==> src/rtl/sprite_fetch_sequencer_pkg.sv <==
// Shared types and helpers for the sprite (OBJ) fetch path: fetch FSM states,
// attribute bit positions and the tile-row VRAM address function.
package obj_pkg;

  localparam int ADDR_W     = 13;
  localparam int FLAG_XFLIP = 5;
  localparam int FLAG_YFLIP = 6;

  typedef enum logic [2:0] {
    ST_IDLE,
    ST_REQ_LO,
    ST_CAP_LO,
    ST_REQ_HI,
    ST_CAP_HI,
    ST_LOAD
  } fetch_state_t;

  // Each tile is 16 bytes (8 rows x 2 planes). For 8x16 sprites the 4-bit row
  // spills into tile bit 0, which is why that bit is forced low.
  function automatic logic [ADDR_W-1:0] obj_row_addr(
    input logic [7:0] tile,
    input logic [3:0] line,
    input logic       size16,
    input logic       yflip,
    input logic       plane
  );
    logic [3:0] row;
    logic [7:0] tile_eff;
    row      = size16 ? line : {1'b0, line[2:0]};
    if (yflip) begin
      row = size16 ? ~row : {1'b0, ~row[2:0]};
    end
    tile_eff     = size16 ? {tile[7:1], 1'b0} : tile;
    obj_row_addr = ADDR_W'({tile_eff, 4'b0000}) + ADDR_W'({row, plane});
  endfunction

endpackage

==> src/rtl/obj_row_addr_gen.sv <==
// Combinational tile-row address generator, shared by the fetch sequencer and
// the OAM-scan debug path.
module obj_row_addr_gen
  import obj_pkg::*;
(
  input  logic [7:0]        tile_i,
  input  logic [3:0]        line_i,
  input  logic              size16_i,
  input  logic              yflip_i,
  input  logic              plane_i,
  output logic [ADDR_W-1:0] addr_o
);

  assign addr_o = obj_row_addr(tile_i, line_i, size16_i, yflip_i, plane_i);

endmodule

==> src/rtl/sprite_fetch_sequencer.sv <==
// Sprite row fetcher: reads low/high plane bytes from VRAM, strobes them onto
// the md bus for the pixel shifter and issues the per-slot parallel-load mask.
module sprite_fetch_sequencer
  import obj_pkg::*;
(
  input  logic              clk_i,
  input  logic              rst_n_i,
  input  logic              fetch_req_i,
  input  logic              fetch_abort_i,
  input  logic [7:0]        spr_tile_i,
  input  logic [7:0]        spr_attr_i,
  input  logic [3:0]        spr_line_i,
  input  logic              obj_size16_i,
  input  logic [7:0]        pipe_occ_i,
  output logic              vram_req_o,
  output logic [ADDR_W-1:0] vram_addr_o,
  input  logic              vram_ack_i,
  input  logic [7:0]        vram_data_i,
  output logic [7:0]        md_o,
  output logic              xono_o,
  output logic              latch_lo_o,
  output logic              latch_hi_o,
  output logic [7:0]        load_mask_o,
  output logic              busy_o,
  output logic              fetch_done_o
);

  fetch_state_t      state_q, state_d;
  logic [7:0]        tile_q, tile_d;
  logic [3:0]        line_q, line_d;
  logic              size16_q, size16_d;
  logic              yflip_q, yflip_d;
  logic              xono_q, xono_d;
  logic [7:0]        md_q, md_d;
  logic              plane;
  logic [ADDR_W-1:0] row_addr;

  assign plane = (state_q == ST_REQ_HI);

  obj_row_addr_gen u_addr_gen (
    .tile_i   (tile_q),
    .line_i   (line_q),
    .size16_i (size16_q),
    .yflip_i  (yflip_q),
    .plane_i  (plane),
    .addr_o   (row_addr)
  );

  always_ff @(posedge clk_i or negedge rst_n_i) begin
    if (!rst_n_i) begin
      state_q  <= ST_IDLE;
      tile_q   <= '0;
      line_q   <= '0;
      size16_q <= 1'b0;
      yflip_q  <= 1'b0;
      xono_q   <= 1'b0;
      md_q     <= '0;
    end else begin
      state_q  <= state_d;
      tile_q   <= tile_d;
      line_q   <= line_d;
      size16_q <= size16_d;
      yflip_q  <= yflip_d;
      xono_q   <= xono_d;
      md_q     <= md_d;
    end
  end

  // Abort wins over everything: it suppresses this cycle's request, strobes and load.
  always_comb begin
    state_d      = state_q;
    tile_d       = tile_q;
    line_d       = line_q;
    size16_d     = size16_q;
    yflip_d      = yflip_q;
    xono_d       = xono_q;
    md_d         = md_q;
    vram_req_o   = 1'b0;
    latch_lo_o   = 1'b0;
    latch_hi_o   = 1'b0;
    load_mask_o  = '0;
    fetch_done_o = 1'b0;

    if (fetch_abort_i) begin
      state_d = ST_IDLE;
    end else begin
      unique case (state_q)
        ST_IDLE: begin
          if (fetch_req_i) begin
            tile_d   = spr_tile_i;
            line_d   = spr_line_i;
            size16_d = obj_size16_i;
            yflip_d  = spr_attr_i[FLAG_YFLIP];
            xono_d   = spr_attr_i[FLAG_XFLIP];
            state_d  = ST_REQ_LO;
          end
        end
        ST_REQ_LO: begin
          vram_req_o = 1'b1;
          if (vram_ack_i) begin
            md_d    = vram_data_i;
            state_d = ST_CAP_LO;
          end
        end
        ST_CAP_LO: begin
          latch_lo_o = 1'b1;
          state_d    = ST_REQ_HI;
        end
        ST_REQ_HI: begin
          vram_req_o = 1'b1;
          if (vram_ack_i) begin
            md_d    = vram_data_i;
            state_d = ST_CAP_HI;
          end
        end
        ST_CAP_HI: begin
          latch_hi_o = 1'b1;
          state_d    = ST_LOAD;
        end
        ST_LOAD: begin
          load_mask_o  = ~pipe_occ_i;
          fetch_done_o = 1'b1;
          state_d      = ST_IDLE;
        end
        default: state_d = ST_IDLE;
      endcase
    end
  end

  assign vram_addr_o = (state_q == ST_REQ_LO || state_q == ST_REQ_HI) ? row_addr : '0;
  assign md_o        = md_q;
  assign xono_o      = xono_q;
  assign busy_o      = (state_q != ST_IDLE);

endmodule

==> config.mk <==
export PLATFORM = sky130hd
export DESIGN_NAME = sprite_fetch_sequencer
export DESIGN_NICKNAME = d
export VERILOG_FILES = /design/src/rtl/sprite_fetch_sequencer_pkg.sv /design/src/rtl/obj_row_addr_gen.sv /design/src/rtl/sprite_fetch_sequencer.sv
export SDC_FILE = /design/constraint.sdc
export NUM_CORES = 1
export LEC_CHECK = 0
export CAP_MARGIN = 20
export CORE_ASPECT_RATIO = 0.9
export CORE_MARGIN = 2
export CORE_UTILIZATION = 39
export CTS_BUF_LIST = sky130_fd_sc_hd__clkbuf_4 sky130_fd_sc_hd__clkbuf_8
export DETAILED_ROUTE_END_ITERATION = 10
export PLACE_DENSITY = 0.82
export SETUP_SLACK_MARGIN = 0.02
export SYNTH_ARGS = -nofsm -noshare
export SYNTH_HDL_FRONTEND = slang
export SYNTH_SLANG_ARGS = --single-unit
==> constraint.sdc <==
create_clock -name clk_i -period 2.9 [get_ports clk_i]
set_input_delay 0.87 -clock clk_i [delete_from_list [all_inputs] [get_ports clk_i]]
set_output_delay 0.87 -clock clk_i [all_outputs]
set_load 0.03 [all_outputs]
==> results.yml <==
outcome:
  status: "finished with violations"
  failed_checks: "setup timing"
synth:
  synth_nets: 165
  synth_top_family_by_area: "multiplexers"
  ys_ff_latch: 26
  synth-seq-area-share_pct: 48.5
  yosysTopAreaCell: "dfrtp_1"
  ys.flop_type: "dfrtp_1"
  yosys.area_share.simple_pct: 17.9
  synth-xor-area-share_pct: 5.22
  synth_area_leaders: "dfrtp_1 48%, mux2_2 19%, nor2_1 5.0%"
  synthCells: 121
  synth_compound_area_share_pct: 4.38
  synth_most_common_cell: "dfrtp_1"
  synthMuxAreaShare_pct: 19.3
  ys_types: 26
  synthAdderAreaFrac_pct: 1.86
  synth_edf_count: 0
  syn_area_per_cell_sq_um: 11.1
  synth_area_sq_mm: 0.00134
  ys.warnings.count: 0
  synth.top_cell.area_share_pct: 48.5
  async_flop_share_pct: 100
  synth_common_cells: "26 x dfrtp_1, 23 x mux2_2, 18 x nor2_1"
global_route:
  gr-total-overflow: 0
  grt_pass1_vias: 1281
  grt_max_degree: 27
  grt_pass1_wl_mm: 5.82
  track_usage_pct: 19.3
  antenna_found_initial: 0
timing:
  fin_tns_setup_ps: -130
  period_share_pct: 102
  max_freq_ghz: 0.338
  hold_viol: 0
  finalSetupViolCount: 4
  report.final.slew_viol_count: 0
  setup_ws_ps: -55.3
  holdWs_ps: 518
  tightest_slew_ps: 435
  grt_setup_unrepaired: "true"
  skew_ps: 8.81
  period_minus_slack_ps: 2960
  max-slew-margin-rel_pct: 71.0
placed_design:
  dp_slack_ps: -151
  placed_area_sq_mm: 0.00207
  dp_hpwl_mm: 2.71
  place_inst: 233
  numPortBuffers: 70
  place.gp.congestion: 0.702
drt:
  ant_nets: 0
  drt-total-wl_mm: 3.63
  drtPass1Iterations: 4
  drt_first_iter_violations: 45
  drc: 0
  vias: 1225
  wl_per_cell_um: 15.0
  vias_per_cell: 5.04
worst_setup_path:
  arrival_ps: 2090
  crit_buf_inv: 2
  crit_slowest_cell: "dfrtp_1"
  rrSetupSlack_ps: 1160
  cpPeakStageDelay_ps: 400
  cp_data_required_time_ps: 2030
  start_kind: "flop"
  crit_top_cell: "buf_6"
  path_max_fanout: 3
  rr_startpoint: "state_q[2]"
  crit_chain: "xor2_1, and2_1, ha_2, buf_6, ha_4, nand2_4, or3_1, a21oi_2, buf_6"
  critical_path_class: "reg -> out"
  reg2reg_depth: 3
  cpLargestDelayFamily: "simple AND/OR/NAND/NOR gates"
  timing.rr.end: "md_o[0]"
  end_kind: "output pin"
layout:
  syn2layout_area_growth_pct: 68.8
  drive_gt1_share_pct: 37.7
  fin_nets: 244
  finalNonFillerCells: 243
  design_area_sq_mm: 0.00227
  n_antenna_cell: 0
  postLayoutCoreUtil_pct: 68.1
die:
  start_util_pct: 40.3
  ios: 77
  dieArea_sq_mm: 0.00393
  core_sq_mm: 0.00333
  row_count: 20
  fp.dieW_um: 65.8
  die_h_um: 59.7
clocking:
  clock_tree.root_cell: "clkbuf_8"
  cts_buffer_depth: 2
  clock_sinks: 26
  cts_made_buffers: 3
  path_clk_slew_ps: 90
  clkLatencyLatePin_ps: 270
  htreeDepth: 1
  cts_tree: "done"
  hold_buffers: 0
job:
  drv_cap: 0
power:
  powerDensity_mw_per_mm2: 591
  p_leak_nw: 1.00
  power_mw: 1.34
  vdd_ir_drop_max_mv: 0.414
min_path:
  hold_end: "md_o[4]"
  hold_path_depth: 1
  hold_path.startpoint: "md_o[4]"
  min_path_type: "reg -> reg"
[repair_timing]
action	CTS	global route
cloned	0	1
pin swaps	8	8
setup endpoints to repair	15	17
setup buffers	3	2
gates resized for setup	14	19
[sequential cells by signal, summed over array words and instances (netlist names)]
signal    flops
xono_o        1
md_o          8
yflip_q       1
line_q        4
size16_q      1
tile_q        8
state_q       3
[kinds of logic (layout without fill, tap and decap cells)]
logic type               after synthesis  count (layout)
multiplexers                          23              23
adder cells (fa/ha/maj)                2               2
buffers and inverters                  9              86
AND/OR/NAND/NOR                       43              44
XOR/XNOR                               8               8
flip-flops                            26              26
AO/OA/AOI/OAI                         10              10
[worst max path at each step]
stage                   from               to  slack (ps)  cells past startpoint
2_1_floorplan  fetch_abort_i       latch_hi_o         -30                      2
3_3_place_gp   fetch_abort_i   load_mask_o[0]         -80                      4
3_5_place_dp   fetch_abort_i   load_mask_o[0]        -150                      4
4_1_cts              yflip_q  vram_addr_o[10]         -70                      9
5_1_grt            line_q[3]  vram_addr_o[11]        -150                      8
6_report           line_q[3]  vram_addr_o[10]         -60                      9
[where the power goes]
group	internal (mW)	total (mW)	switching, mW
registers	0.453	0.535	0.0824
logic	0.292	0.571	0.279
clock network	0.121	0.233	0.112
[routing by layer]
metal / wire length [um] / up-vias / track usage (%)
li1: - / 576 / -
met1: 1400 / 609 / 23.7
met2: 1990 / 36 / 33.3
met3: 205 / 4 / 4.90
met4: 38 / 0 / 6.55
met5: 0 / - / 0
[area by class of cell]
type | instances | area [sq um]
inverters | 2 | 7.51
flip-flops and latches | 26 | 653
well taps | 44 | 55.1
fillers | 262 | 1060
multi-input cells | 87 | 749
clock buffers | 4 | 55.1
repair buffers | 80 | 746
[worst reg2reg max path: cells and delay by family, from the launching register on]
family           cells  cell delay (ps)
muxes                1              390
DFF                  1              510
and+or+nand+nor      2              730
[layout by cell type (no fill, tap or decap), types with 2 or more instances in the layout]
cell and count:
and2_1 4, dfrtp_1 24, nand3_1 2, nor4b_1 2, or3_1 3, nand3_2 2, buf_4 23, clkbuf_8 4
o21ai_0 4, inv_1 2, nor2_1 17, dfrtp_2 2, a21oi_2 3, xor2_1 4, xnor2_1 4, nand2_1 2
buf_6 5, dlymetal6s2s_1 3, clkdlybuf4s50_1 46, mux2_2 23
Power figures use the tool's default switching activity.
